--- config.mk ---
export PLATFORM = sky130hd
export DESIGN_NAME = axis_pkt_buffer
export DESIGN_NICKNAME = d
export VERILOG_FILES = /design/src/rtl/axis_pkt_buffer.sv
export SDC_FILE = /design/constraint.sdc
export NUM_CORES = 1
export LEC_CHECK = 0
export BUFFER_PORTS_ARGS = -buffer_cell sky130_fd_sc_hd__buf_2
export CAP_MARGIN = 30
export CELL_PAD_IN_SITES_DETAIL_PLACEMENT = 1
export CELL_PAD_IN_SITES_GLOBAL_PLACEMENT = 1
export CORE_MARGIN = 4
export CORE_UTILIZATION = 55
export DETAILED_ROUTE_END_ITERATION = 6
export HOLD_SLACK_MARGIN = 0.03
export PLACE_DENSITY_LB_ADDON = 0.1
export SLEW_MARGIN = 30
export SYNTH_ARGS = -nofsm -noshare
export SYNTH_HDL_FRONTEND = slang
export SYNTH_SLANG_ARGS = --single-unit
export TNS_END_PERCENT = 10
--- constraint.sdc ---
create_clock -name clk -period 4.7 [get_ports clk]
set_input_delay 0 -clock clk [delete_from_list [all_inputs] [get_ports clk]]
set_output_delay 0 -clock clk [all_outputs]
set_load 0.03 [all_outputs]
--- src/rtl/axis_pkt_buffer.sv ---
// Store-and-forward AXI-Stream packet buffer: capture one packet, then replay it.
// Define OVERFLOW_DROP_EN to drop oversized packets instead of truncating them.
module axis_pkt_buffer #(
  parameter int DATA_WIDTH = 32,
  parameter int DEPTH      = 16
) (
  input  logic                          clk,
  input  logic                          rst_n,
  input  logic [DATA_WIDTH-1:0]         s_axis_tdata,
  input  logic                          s_axis_tvalid,
  input  logic                          s_axis_tlast,
  output logic                          s_axis_tready,
  output logic [DATA_WIDTH-1:0]         m_axis_tdata,
  output logic                          m_axis_tvalid,
  output logic                          m_axis_tlast,
  input  logic                          m_axis_tready,
  output logic [$clog2(DEPTH):0]        pkt_len,
  output logic                          busy,
  output logic                          overflow
);

  localparam int ADDR_W = $clog2(DEPTH);
  localparam logic [ADDR_W:0] ONE = (ADDR_W+1)'(1);

  typedef enum logic [1:0] {
    IDLE,
    FILL,
    DISCARD,
    DRAIN
  } state_t;

  state_t state;
  state_t state_nx;

  logic [DATA_WIDTH-1:0] mem [DEPTH];
  logic [ADDR_W-1:0]     wr_ptr;
  logic [ADDR_W-1:0]     rd_ptr;
  logic [ADDR_W:0]       len_q;
  logic                  ovf_q;
  logic                  in_beat;
  logic                  out_beat;
  logic                  at_end;
  logic                  rd_last;

  assign in_beat  = s_axis_tvalid & s_axis_tready;
  assign out_beat = m_axis_tvalid & m_axis_tready;
  assign at_end   = (wr_ptr == ADDR_W'(DEPTH-1));
  assign rd_last  = ({1'b0, rd_ptr} == (len_q - ONE));

  always_ff @(posedge clk or negedge rst_n) begin
    if (!rst_n) begin
      state <= IDLE;
    end else begin
      state <= state_nx;
    end
  end

  always_comb begin
    state_nx = state;
    unique case (state)
      IDLE: begin
        if (in_beat) begin
          state_nx = s_axis_tlast ? DRAIN : FILL;
        end
      end
      FILL: begin
        if (in_beat) begin
          if (s_axis_tlast) begin
            state_nx = DRAIN;
          end else if (at_end) begin
            state_nx = DISCARD;
          end
        end
      end
      DISCARD: begin
        if (in_beat && s_axis_tlast) begin
`ifdef OVERFLOW_DROP_EN
          state_nx = IDLE;
`else
          state_nx = DRAIN;
`endif
        end
      end
      DRAIN: begin
        if (out_beat && rd_last) begin
          state_nx = IDLE;
        end
      end
      default: state_nx = IDLE;
    endcase
  end

  always_comb begin
    s_axis_tready = 1'b0;
    m_axis_tvalid = 1'b0;
    m_axis_tlast  = 1'b0;
    m_axis_tdata  = '0;
    busy          = 1'b1;
    unique case (state)
      IDLE: begin
        s_axis_tready = 1'b1;
        busy          = 1'b0;
      end
      FILL, DISCARD: begin
        s_axis_tready = 1'b1;
      end
      DRAIN: begin
        m_axis_tvalid = 1'b1;
        m_axis_tlast  = rd_last;
        m_axis_tdata  = mem[rd_ptr];
      end
      default: busy = 1'b0;
    endcase
  end

  // Pointers return to zero whenever the block goes back to IDLE.
  always_ff @(posedge clk or negedge rst_n) begin
    if (!rst_n) begin
      wr_ptr <= '0;
      rd_ptr <= '0;
      len_q  <= '0;
      ovf_q  <= 1'b0;
    end else begin
      ovf_q <= (state == FILL) & in_beat
             & ~s_axis_tlast & at_end;
      unique case (state)
        IDLE, FILL: begin
          if (in_beat) begin
            wr_ptr <= at_end ? '0
                    : wr_ptr + ADDR_W'(1);
            if (s_axis_tlast) begin
              len_q <= {1'b0, wr_ptr} + ONE;
            end
          end
        end
        DISCARD: begin
          if (in_beat && s_axis_tlast) begin
            wr_ptr <= '0;
`ifndef OVERFLOW_DROP_EN
            len_q  <= (ADDR_W+1)'(DEPTH);
`endif
          end
        end
        DRAIN: begin
          if (out_beat) begin
            if (rd_last) begin
              rd_ptr <= '0;
              wr_ptr <= '0;
            end else begin
              rd_ptr <= rd_ptr + ADDR_W'(1);
            end
          end
        end
        default: begin
          wr_ptr <= '0;
          rd_ptr <= '0;
        end
      endcase
    end
  end

  // Storage is not reset; only beats of the current packet are ever read.
  always_ff @(posedge clk) begin
    if (in_beat && (state != DISCARD)) begin
      mem[wr_ptr] <= s_axis_tdata;
    end
  end

  assign pkt_len  = len_q;
  assign overflow = ovf_q;

endmodule

Word level (Yosys, flattened, before mapping)
Memories as Yosys holds them, arrays and structs flattened.
Cells that the tools add are included.

cells by class
  add/subtract/negate cells = 4
  reduce and logical (&&, ||, !) cells = 11
  eq/ne operators = 15
  mux-type cells = 26
  bitwise operators = 6

operators with widths
  operator             count
  $mux 32              1
  $mux 4               6
  $ne 2x2->1 const B   9
  $mux 5               3
  $mux 2               7
  $pmux 4 s3           1
  $pmux 5 s2           1
  $add 4x1->4 const B  2
  $pmux 2 s4           1
  $reduce_and 4->1     2
  $mux 1               6
  $add 4x1->5 const B  1
  $and 1x1->1          5
  $eq 4x5->1           1
  $reduce_and 5->1     1
  $sub 5x1->5 const B  1
  $eq 2x2->1 const B   2
  $eq 4x4->1 const B   1
  $logic_and 1x1->1    3
  $ne 3x3->1 const B   1
  $reduce_or 3->1      1
  $eq 2x1->1 const B   1
  $logic_not 2->1      1
  $reduce_and 2->1     1
  other kinds (3)      3

storage, ports and cells
  register bits = 16
  memories kept = 1
  logic and storage cells = 68
  memory bits (writable) = 512

memories
  name  depth  bits a word  read ports  clocked after memory_dff  wr ports  line  source
  mem   16     32           1           0                         1         35    logic [DATA_WIDTH-1:0] mem [DEPTH];

Logic depth before layout (Yosys ltp)
  depth after elaboration = 7
  mapped depth = 8

Worst setup path after synthesis
No wires, ideal clock.

  kind = register to register
  from = register state[0]
  to = memory mem[0][0], enable pin
  library setup time = 461 ps
  data arrival time = 3481 ps
  stages on the path, launching flop included = 6
  path slack = 758 ps
  path through = dfrtp_1 > ha_1 > nor2_1 > and2_1 > nand2_1 > nor3_1

between the ends
  longest elaborated chain between the ends = 7

ends and longest elaborated chain
  element                             line  source
  start, declared                     32    state_t state;
  start signal, assigned              54    state <= state_nx;
  $eq 2x1->1 (tied with other cells)  99    unique case (state)
  $reduce_or 3->1 (no line)           -
  $mux 1                              99
  $and 1x1->1                         45    assign in_beat = s_axis_tvalid & s_axis_tready;
  $logic_and 1x1->1 *                 164   if (in_beat && (state != DISCARD)) begin
  $mux 1 *                            164
  $mux 1 (implied by the code) *      165   mem[wr_ptr] <= s_axis_tdata;
  end, declared                       35

Every way passes the cells marked *; elsewhere a longest branch is shown, timed or not.

Worst setup path in the final report
  from = register rd_ptr[0]
  to = output m_axis_tdata[9]

between the ends
  longest elaborated chain between the ends = 2

ends and longest elaborated chain
  element                 line  source
  start, declared         37    logic [ADDR_W-1:0] rd_ptr;
  start signal, assigned  150   rd_ptr <= rd_ptr + ADDR_W'(1);
  $mem_v2 16x32           -
  $mux 32                 99
  end, declared           13    output logic [DATA_WIDTH-1:0] m_axis_tdata,

No other way between the ends.

==> metrics.md <==
| Metric | Value |
|---|---|
| Total grt overflow | 0 |
| PortBufs | a little under 80 |
| Met3 Track Usage GR | roughly 3.8% |
| Post-CTS setup buffer count | 0 |
| Post-layout util | between 60% and 70% |
| Die width | approximately 200 um |
| Share of cells above drive strength 1 | approximately a third |
| DP Cell Count | about 1.4k |
| CP Data Arrival Time | 3410 ps |
| Clock power frac | roughly 30% |
| Worst Clk Skew | ~16 ps |
| Drt first pass iters | 4 |
| CTS H-Tree Depth | 2 |
| Post-Syn Area | roughly 0.021 mm^2 |
| Status | completed |
| Full die area | ~0.041 mm^2 |
| CTS tree | done |
| Flop pwr share | roughly two fifths |
| Crit Path Class | flop to output pin |
| Clock latency on the worst-skew pair | around 580 ps |
| Die height | between 200 and 250 um |
| Vias after detailed routing | between 9k and 10k |
| Vias in the first global route | 10.6k |
| Final worst-path cycle share | between 70% and 80% |
| CP required | ~4700 ps |
| Rel. slew slack | about 44% |
| Minimum clock period | between 3000 and 4000 ps |
| Pleak | a little under 8 nW |
| Number of I/O pins | 79 |
| Layout Cells excl Fill | roughly 1.6k |
| CTS resizes | 0 |
| Largest net degree at the start of global routing | 60 |
| Flip-flop and latch area | 0.0158 mm^2 |
| Synth-to-layout area growth | 16.5% |
| First-pass GRT wire length | ~71 mm |
| Drt drc | 0 |
| Worst vdd rail ir drop | 417 uV |
| Core Region | approximately 0.037 mm^2 |
| Sink Count | ~530 |
| Ant diodes | 0 |
| Clock root cell | clkbuf_16 |
| Most Crowded Layer GR | met2 |
| Synth warnings | 0 |
| Clock tree buffer depth | 3 |
| Multi-input logic area | roughly 0.0046 mm^2 |
| Setup TNS | 0 ps |
| Clk slew on worst S/H paths | 60 ps |
| Hold slack | about 290 ps |
| Initial antenna violation count | 0 |
| Actual slew at the worst max-slew pin | between 800 and 900 ps |
| Final hold vios | 0 |
| RSZ-0062 raised after global routing | false |
| Initial Util | 56.0% |
| P_sw | 4.09 mW |
| Vias per cell | roughly 6.2 |
| Maxcap violations | 0 |
| Max-slew violation count | 0 |
| Row cnt | 70 |
| Post-Syn Nets | 936 |
| HP Class | input pin to flop |
| Total Wirelength | ~46 mm |
| Num CTS Buffers | 53 |
| Final nets | 1095 |
| GR Layer Usage met2 | around 39% |
| DR WL/cell | 29.8 um |
| PwrDens | between 500 and 600 mW/mm^2 |
| Reg2reg path depth | 7 |
| Seq cells post-synth | about 530 |
| Sequential share of the synthesized area | approximately three quarters |
| Hold path cells | 4 |
| Setup violators final | 0 |
| CP startpoint kind | flop |
| Worst-path fanout max | 25 |
| Met1 usage | about a third |
| Combinational power share | 27.7% |
| Avg Cell Area, Syn | 23.2 um^2 |
| Routability cong. | roughly 0.75 |
| Initial DRC Count | 900 |
| Ys async rst share | just over 3% |
| Mapped Cells | approximately 900 |
| Switching Fraction | 29.4% |
| Remaining antenna violation count | 0 |
| Critical Path End Type | output pin |
| Max frequency | just under 300 MHz |
| Top FF cell, synth | edfxtp_1 |
| P_int | 9.83 mW |
| Fillers | about 2.9k |
| EDFF count, synth | about 510 |
| Total track usage | between 20% and 30% |
| Post-synth cell types | 39 |
| Final HPWL DP | about 27 mm |
## cell usage after synthesis, drive strengths merged, types with 2 or more instances
library cell / count / share of area [%]
buf: 20 / 0.76
mux4: 160 / 17
xor2: 2 / 0.085
a211oi: 2 / 0.073
o21ai: 5 / 0.12
nand2b: 2 / 0.061
ha: 11 / 0.67
xnor2: 4 / 0.17
clkbuf: 24 / 0.44
nand3b: 2 / 0.073
a21o: 3 / 0.11
inv: 13 / 0.24
o22ai: 2 / 0.061
nor2: 19 / 0.35
a21oi: 5 / 0.12
nor3: 8 / 0.19
nand2: 17 / 0.31
edfxtp: 512 / 75
nand3: 6 / 0.15
dfrtp: 16 / 1.9
and2: 34 / 1.0
o32ai: 2 / 0.085
mux2i: 5 / 0.24
## path summary, 6_finish.rpt
check | startpoint | to | slack, ps
min reg2reg | pkt_len[1] | pkt_len[1] | 640
max reg2reg | state[0] | mem[5][8] | 1540
min in group asynchronous | rst_n | rd_ptr[0] | 600
max in group asynchronous | rst_n | rd_ptr[2] | 3520
max | rd_ptr[0] | m_axis_tdata[9] | 1290
min | m_axis_tready | rd_ptr[1] | 290
## cell families after synthesis
kind of cell | share of synthesized area [%]
AO/OA/AOI/OAI | 0.851
XOR/XNOR | 0.255
adder cells (fa/ha/maj) | 0.668
buffers and inverters | 1.43
flip-flops | 76.6
multiplexers | 17.8
AND/OR/NAND/NOR | 2.39
## critical path, stage by stage (launching register included)
cell     delay, ps
dfrtp_4        800
buf_12         310
buf_4          310
mux4_2         540
mux4_2         500
and2_1         170
buf_2          170
## cells in the final DEF, fill, tap and decap left out, types with 10 or more instances in the layout
master and n:
inv_1 13, ha_1 10, and2_1 34, dfrtp_1 12, clkinv_2 10, clkinv_1 13
buf_4 22, clkbuf_16 55, dlygate4sd3_1 38, nand2_1 17, mux4_2 160, buf_2 78
nor2_4 12, edfxtp_1 512
## registers in the layout, summed over array words and instances (netlist names)
signal / count
mem: 512
pkt_len: 5
rd_ptr: 4
wr_ptr: 4
state: 2
overflow: 1
## power by group through the flow
stage	sequential, mW	clock, mW	combinational [mW]
floorplan	5.72	0	2.91
global placement	5.97	0	3.62
detailed placement	5.95	0	3.86
CTS	5.85	4.30	3.93
global route	5.88	4.54	4.14
finish	5.84	4.22	3.86
## stage by stage
step | cell area (um^2) | setup slack [ps] | power [mW]
detailed placement | 21900 | 1430 | 9.80
floorplan | 20600 | 758 | 8.63
global route | 24000 | 1110 | 14.6
CTS | 24000 | 1210 | 14.1
global placement | 21700 | 1420 | 9.59
finish | 24000 | 1290 | 13.9
## final cells by class
type                            count  area share [%]
Tap cell                          468            2.44
Inverter                           13           0.203
Sequential cell                   528            65.8
Clock inverter                     34            1.42
Timing Repair Buffer              148            4.92
Clock buffer                       62            5.85
Multi-Input combinational cell    303            19.4
## timing repair
action                                 CTS  global route
endpoints found under the hold margin  552             0
hold buffers                            38             0
setup endpoints to repair                0             0
## routing by layer
| metal | up-vias | wire (um) |
|---|---|---|
| li1 | 4069 | - |
| met1 | 5205 | 19300 |
| met2 | 352 | 23700 |
| met3 | 59 | 2660 |
| met4 | 0 | 770 |
| met5 | - | 0 |
(Power assumes the default switching activity.)
